File: src/rtl/clb_cfg_array.sv
// clb_cfg_array: NUM_LUT-slice configurable logic block whose LUT tables and slice
// options are loaded over a serial scan chain. Define CLB_PARITY_EN to add an even-parity bit.
module clb_cfg_array #(
  parameter int LUT_K   = 4,
  parameter int NUM_LUT = 2
) (
  input  logic                       K,
  input  logic                       RN,
  input  logic                       CFG_EN,
  input  logic                       CFG_DIN,
  output logic                       CFG_DOUT,
  output logic                       CFG_DONE,
  output logic                       CFG_ERR,
  input  logic [NUM_LUT*LUT_K-1:0]   IN,
  input  logic                       CE,
  input  logic                       SR,
  output logic [NUM_LUT-1:0]         OUT,
  output logic [NUM_LUT-1:0]         Q
);

  localparam int TBL_W = 2**LUT_K;
  localparam int FLD_W = TBL_W + 3;
`ifdef CLB_PARITY_EN
  localparam int PAR_W = 1;
`else
  localparam int PAR_W = 0;
`endif
  localparam int CFG_W = NUM_LUT * FLD_W + PAR_W;
  localparam int CNT_W = $clog2(CFG_W + 2);

  localparam logic [CNT_W-1:0] CNT_ONE  = CNT_W'(1);
  localparam logic [CNT_W-1:0] CNT_FULL = CNT_W'(CFG_W);
  localparam logic [CNT_W-1:0] CNT_SAT  = CNT_W'(CFG_W + 1);

  typedef enum logic [1:0] {
    ST_IDLE = 2'd0,
    ST_LOAD = 2'd1,
    ST_RUN  = 2'd2,
    ST_ERR  = 2'd3
  } state_t;

  state_t               state_r;
  state_t               state_nxt_s;
  logic [CFG_W-1:0]     cfg_r;
  logic [CNT_W-1:0]     cnt_r;
  logic                 cfg_ok_s;
  logic                 run_s;
  logic                 err_s;
  logic [NUM_LUT-1:0]   q_r;
  logic [NUM_LUT-1:0]   q_nxt_s;
  logic [NUM_LUT-1:0]   f_s;
  logic [NUM_LUT-1:0]   osel_s;
  logic [NUM_LUT-1:0]   fbsel_s;
  logic [NUM_LUT-1:0]   ceuse_s;
  logic [NUM_LUT-1:0]   out_s;

`ifdef CLB_PARITY_EN
  // Total XOR of the register; an even-parity image XORs to zero.
  function automatic logic cfg_parity_odd(input logic [CFG_W-1:0] v);
    return ^v;
  endfunction

  assign cfg_ok_s = (cnt_r == CNT_FULL) && !cfg_parity_odd(cfg_r);
`else
  assign cfg_ok_s = (cnt_r == CNT_FULL);
`endif

  // Configuration scan register: shifts MSB-ward whenever the enable is high, in any state.
  always_ff @(posedge K or negedge RN) begin
    if (!RN) begin
      cfg_r <= {CFG_W{1'b0}};
    end else if (CFG_EN) begin
      cfg_r <= {cfg_r[CFG_W-2:0], CFG_DIN};
    end
  end

  // Shifted-bit counter: restarts at one on the first bit of a load, saturates past full length.
  always_ff @(posedge K or negedge RN) begin
    if (!RN) begin
      cnt_r <= {CNT_W{1'b0}};
    end else if (CFG_EN) begin
      if (state_r != ST_LOAD) begin
        cnt_r <= CNT_ONE;
      end else if (cnt_r != CNT_SAT) begin
        cnt_r <= cnt_r + CNT_ONE;
      end
    end
  end

  // Configuration FSM state register.
  always_ff @(posedge K or negedge RN) begin
    if (!RN) begin
      state_r <= ST_IDLE;
    end else begin
      state_r <= state_nxt_s;
    end
  end

  // Next-state logic: any enable restarts a load; the load is judged when the enable drops.
  always_comb begin
    state_nxt_s = state_r;
    case (state_r)
      ST_IDLE: begin
        if (CFG_EN) state_nxt_s = ST_LOAD;
        else        state_nxt_s = ST_IDLE;
      end
      ST_LOAD: begin
        if (CFG_EN)        state_nxt_s = ST_LOAD;
        else if (cfg_ok_s) state_nxt_s = ST_RUN;
        else               state_nxt_s = ST_ERR;
      end
      ST_RUN: begin
        if (CFG_EN) state_nxt_s = ST_LOAD;
        else        state_nxt_s = ST_RUN;
      end
      ST_ERR: begin
        if (CFG_EN) state_nxt_s = ST_LOAD;
        else        state_nxt_s = ST_ERR;
      end
      default: state_nxt_s = ST_IDLE;
    endcase
  end

  // State decode for status and output gating.
  always_comb begin
    run_s = 1'b0;
    err_s = 1'b0;
    case (state_r)
      ST_IDLE: begin run_s = 1'b0; err_s = 1'b0; end
      ST_LOAD: begin run_s = 1'b0; err_s = 1'b0; end
      ST_RUN:  begin run_s = 1'b1; err_s = 1'b0; end
      ST_ERR:  begin run_s = 1'b0; err_s = 1'b1; end
      default: begin run_s = 1'b0; err_s = 1'b0; end
    endcase
  end

  for (genvar g = 0; g < NUM_LUT; g++) begin : g_slice
    logic [FLD_W-1:0] fld_s;
    logic [TBL_W-1:0] tbl_s;
    logic [LUT_K-1:0] idx_s;

    assign fld_s      = cfg_r[PAR_W + g*FLD_W +: FLD_W];
    assign tbl_s      = fld_s[TBL_W-1:0];
    assign osel_s[g]  = fld_s[TBL_W];
    assign fbsel_s[g] = fld_s[TBL_W+1];
    assign ceuse_s[g] = fld_s[TBL_W+2];

    // LUT address: input 0 may be replaced by the slice's own flop for feedback.
    always_comb begin
      idx_s = IN[g*LUT_K +: LUT_K];
      if (fbsel_s[g]) begin
        idx_s[0] = q_r[g];
      end else begin
        idx_s[0] = IN[g*LUT_K];
      end
    end

    assign f_s[g] = tbl_s[idx_s];
  end

  // Slice flop next value: cleared outside RUN and on reload; SR dominates CE.
  always_comb begin
    q_nxt_s = q_r;
    if (!run_s || CFG_EN) begin
      q_nxt_s = {NUM_LUT{1'b0}};
    end else if (SR) begin
      q_nxt_s = {NUM_LUT{1'b0}};
    end else begin
      for (int i = 0; i < NUM_LUT; i++) begin
        if (!ceuse_s[i] || CE) begin
          q_nxt_s[i] = f_s[i];
        end else begin
          q_nxt_s[i] = q_r[i];
        end
      end
    end
  end

  // Slice flops.
  always_ff @(posedge K or negedge RN) begin
    if (!RN) begin
      q_r <= {NUM_LUT{1'b0}};
    end else begin
      q_r <= q_nxt_s;
    end
  end

  // Slice output mux, held low until a valid configuration is running.
  always_comb begin
    out_s = {NUM_LUT{1'b0}};
    if (run_s) begin
      out_s = (osel_s & q_r) | (~osel_s & f_s);
    end else begin
      out_s = {NUM_LUT{1'b0}};
    end
  end

  assign OUT      = out_s;
  assign Q        = q_r;
  assign CFG_DOUT = cfg_r[CFG_W-1];
  assign CFG_DONE = run_s;
  assign CFG_ERR  = err_s;

endmodule

File: config.mk
export PLATFORM = sky130hd
export DESIGN_NAME = clb_cfg_array
export DESIGN_NICKNAME = d
export VERILOG_FILES = /design/src/rtl/clb_cfg_array.sv
export SDC_FILE = /design/constraint.sdc
export NUM_CORES = 1
export LEC_CHECK = 0
export CAP_MARGIN = 20
export CORE_ASPECT_RATIO = 1.25
export CORE_MARGIN = 1
export CORE_UTILIZATION = 45
export CTS_BUF_LIST = sky130_fd_sc_hd__clkbuf_8
export CTS_CLUSTER_DIAMETER = 60
export DETAILED_ROUTE_END_ITERATION = 12
export PLACE_DENSITY = 0.68
export SETUP_SLACK_MARGIN = 0.15
export SLEW_MARGIN = 20
export SYNTH_ARGS = -nofsm -noshare
export SYNTH_HDL_FRONTEND = slang
export SYNTH_SLANG_ARGS = --single-unit
export TNS_END_PERCENT = 5
File: constraint.sdc
create_clock -name K -period 1.8 [get_ports K]
set_input_delay 0.36 -clock K [delete_from_list [all_inputs] [get_ports K]]
set_output_delay 0.36 -clock K [all_outputs]
set_load 0.02 [all_outputs]
==> Implementation_results.wiki <==
{| class="wikitable"
! Metric !! Value
|-
| Launching point of the worst reg2reg path || cfg_r[36]$_DFFE_PN0P_
|-
| H-tree lvl count || 2
|-
| Final Cycle Share || 136%
|-
| Pin count of the biggest net entering global routing || 22
|-
| Pins over their slew limit || 0
|-
| Setup slack on the worst flop-to-flop path || -0.10 ns
|-
| Placer congestion estimate || 0.811
|-
| Setup violation total in the final timing report || 3
|-
| Maximum buffer depth of the clock tree || 2
|-
| Combined area of all synthesized cells || 2250 um2
|-
| Post-detailed-placement half-perimeter wirelength || 3440 um
|-
| Most repeated cell in the gate-level netlist after synthesis || dfrtp_1
|-
| Post-placement worst setup slack || -1.27 ns
|-
| Vias in the first global route || approximately 1.8k
|-
| Power density over the cells || between 1000 and 1500 nW/um2
|-
| Clock Pin Slew Worst Setup and Hold Paths || about 0.090 ns
|-
| Flops & latches, synth || 48
|-
| Cts bufs inserted || 5
|-
| Number of distinct library cells after synthesis || 32
|-
| Run status || finished, violations left
|-
| Setup TNS || -1.37 ns
|-
| Required time at the endpoint of the critical path || 1.44 ns
|-
| DRT antenna net count || 0
|-
| Data arrival time of the critical path || ~2.1 ns
|-
| Type of element launching the critical path || register
|-
| Area grow syn2layout || 38.3%
|-
| Mean Syn Cell Area || approximately 13 um2
|-
| Number of instances in the synthesized netlist || about 170
|-
| Number of ports placed on the die boundary || 21
|-
| Count of flip-flops with a built-in enable after synthesis || 0
|-
| TritonCTS clock tree || done
|-
| Final Worst Setup Slack || -0.641 ns
|-
| Post-route cell area || about 3100 um2
|-
| Critical path class || register to output pin
|-
| Horizontal die dimension || 65.2 um
|-
| Total of warnings raised by yosys || 0
|-
| Endpoint type of the worst setup path || output pin
|-
| Overall global routing resource usage || around a fifth
|-
| Failing checks || hold timing, setup timing
|-
| Clock root buffer || clkbuf_8
|-
| Initial drt markers || 53
|-
| Average wire per cell in the routed design || around 15 um
|-
| Hold violation total from the final report || 11
|-
| PortBufs || 20
|-
| Die Area || ~5300 um2
|-
| Async set-or-reset flop fraction in the synthesized netlist || 100%
|-
| Max-capacitance violation count || 0
|-
| Largest area contributor in the synthesized netlist || dfrtp_1
|-
| Achievable clock frequency || ~0.4 GHz
|-
| Chip height || 81.0 um
|-
| Leading post-synthesis cells by cell area || dfrtp_1 53%, mux2_2 14%, mux2_1 4.5%
|-
| Layout cell share with drive strength beyond 1 || between 50 and 60%
|-
| Core region area || approximately 4800 um2
|-
| Wire length of the first global-routing pass || between 8000 and 9000 um
|-
| Proportion of netlist area held by the largest area contributor || between 50 and 60%
|-
| Final non-filler cell total || approximately 300
|-
| Peak fanout along the critical path || 5
|-
| Pre-antenna DRT Iters || 4
|-
| Area of placed instances || between 2000 and 3000 um2
|-
| Placed insts || 289
|-
| Hold Worst Slack || -0.00330 ns
|-
| Diodes inserted || 0
|-
| Grt ovf || 0
|-
| DRC Markers || 0
|-
| Vias post-DR || 1603
|-
| Initial antenna violation count || 0
|-
| Leakage Power || between 1 and 1.5 nW
|-
| Primary FF master, synth || dfrtp_1
|-
| Effective utilization at floorplan || a little under half
|-
| Source-to-sink clock delay at the later pin of the worst-skew pair || roughly 0.30 ns
|-
| Time the worst path needs with I/O delays and setup || between 2 and 2.5 ns
|-
| Total number of clock tree sinks || 48
|-
| Post-layout net count || ~260
|-
| Part of the Yosys area used for sequential elements || between 50 and 60%
|-
| Worst min-delay path category || input pin to asynchronous set/reset pin
|-
| Max VDD drop || roughly 700 uV
|-
| Mean number of vias per cell || about 5.3
|-
| Net count after synthesis || between 150 and 200
|-
| Worst clock skew || ~0.007 ns
|-
| FF-to-FF End || Q[1]$_DFFE_PN0P_
|-
| Headroom to the max-slew limit || around 71%
|-
| Transition time of the tightest slew-check pin || between 0.4 and 0.5 ns
|-
| Worst R2R Path Depth || 6
|-
| Most frequent cells after synthesis || 48 x dfrtp_1, 27 x mux2_2, 9 x mux2_1
|-
| Count of standard-cell rows || 28
|-
| Unrepaired setup endpoints after global routing || yes
|-
| Sum of routed wire length over all layers || approximately 4600 um
|}
registers in the layout, indices dropped and copies added (netlist names):
signal,cells
state_r,2
Q,2
cnt_r,6
cfg_r,38
logic make-up (layout without fill, tap and decap cells):
logic type,count (synthesis),count (layout),synth area share [%]
flip-flops,48,48,53.5
multiplexers,46,46,25.1
AND/OR/NAND/NOR,38,38,9.92
AO/OA/AOI/OAI,19,19,5.85
buffers and inverters,14,84,3.01
XOR/XNOR,4,4,1.56
adder cells (fa/ha/maj),2,2,1.11
routing by layer:
metal	GRT usage (%)	share of wire, %	up-vias
li1	-	-	758
met1	23.9	43	816
met2	35.8	53	23
met3	3.93	3.3	6
met4	7.17	1.4	0
met5	0	0	-
power breakdown:
group	internal (W)	switching, W
Combinational	0.000740	0.000400
Sequential	0.00139	0.000234
Clock	0.000307	0.000342
Total	0.00243	0.000977
worst max-delay path, stage by stage, from the launching register on:
cell	delay, ns
dfrtp_1	0.42
mux2i_4	0.33
mux4_2	0.33
and3_4	0.17
nor4_4	0.33
o31ai_4	0.08
buf_6	0.13
worst max-delay path by stage:
stage	start	end	slack (ns)
final	cfg_r[36]$_DFFE_PN0P_	OUT[1]	-0.64
after floorplan	cfg_r[17]$_DFFE_PN0P_	OUT[0]	-0.22
after CTS	cfg_r[36]$_DFFE_PN0P_	OUT[1]	-0.72
after global placement	IN[1]	OUT[0]	-1.21
after detailed placement	IN[1]	OUT[0]	-1.27
after global routing	cfg_r[36]$_DFFE_PN0P_	OUT[1]	-0.78
layout make-up:
| cell class | count | area [um2] |
|---|---|---|
| fillers | 376 | 1660 |
| flip-flops and latches | 48 | 1200 |
| multi-input cells | 109 | 1150 |
| repair buffers | 69 | 554 |
| clock buffers | 6 | 82.6 |
| well taps | 60 | 75.1 |
| inverters | 7 | 26.3 |
| clock inverters | 2 | 10.0 |
placed cells by master (no fill, tap or decap), drive strengths merged, types with 2 or more instances in the layout:
cell | Yosys | layout
ha | 2 | 2
clkdlybuf4s50 | 0 | 8
buf | 2 | 54
nand4b | 2 | 2
mux4 | 4 | 4
a2111oi | 4 | 4
a211oi | 5 | 5
nand4 | 2 | 2
o31ai | 2 | 2
and2b | 4 | 4
mux2i | 6 | 6
dfrtp | 48 | 48
nor4 | 2 | 2
clkinv | 0 | 2
o21ai | 6 | 6
xor2 | 4 | 4
and3 | 5 | 5
dlygate4sd2 | 0 | 5
clkbuf | 5 | 7
inv | 7 | 7
nand3 | 3 | 3
nor2 | 8 | 8
mux2 | 36 | 36
nand2 | 6 | 6
per-stage QoR:
stage | utilization [%] | power (W)
after floorplan | - | 0.00218
after global placement | 61.7 | 0.00266
after detailed placement | 61.7 | 0.00274
after CTS | 64.8 | 0.00344
after global routing | 65.2 | 0.00362
final | 65.2 | 0.00341
what timing repair did:
action                                  CTS  global route
hold buffers                              0             0
pin swaps                                 9             1
endpoints found under the setup margin   10            10
resized for setup                        27             6
setup buffers                             4             0
Power figures use the tool's default switching activity.
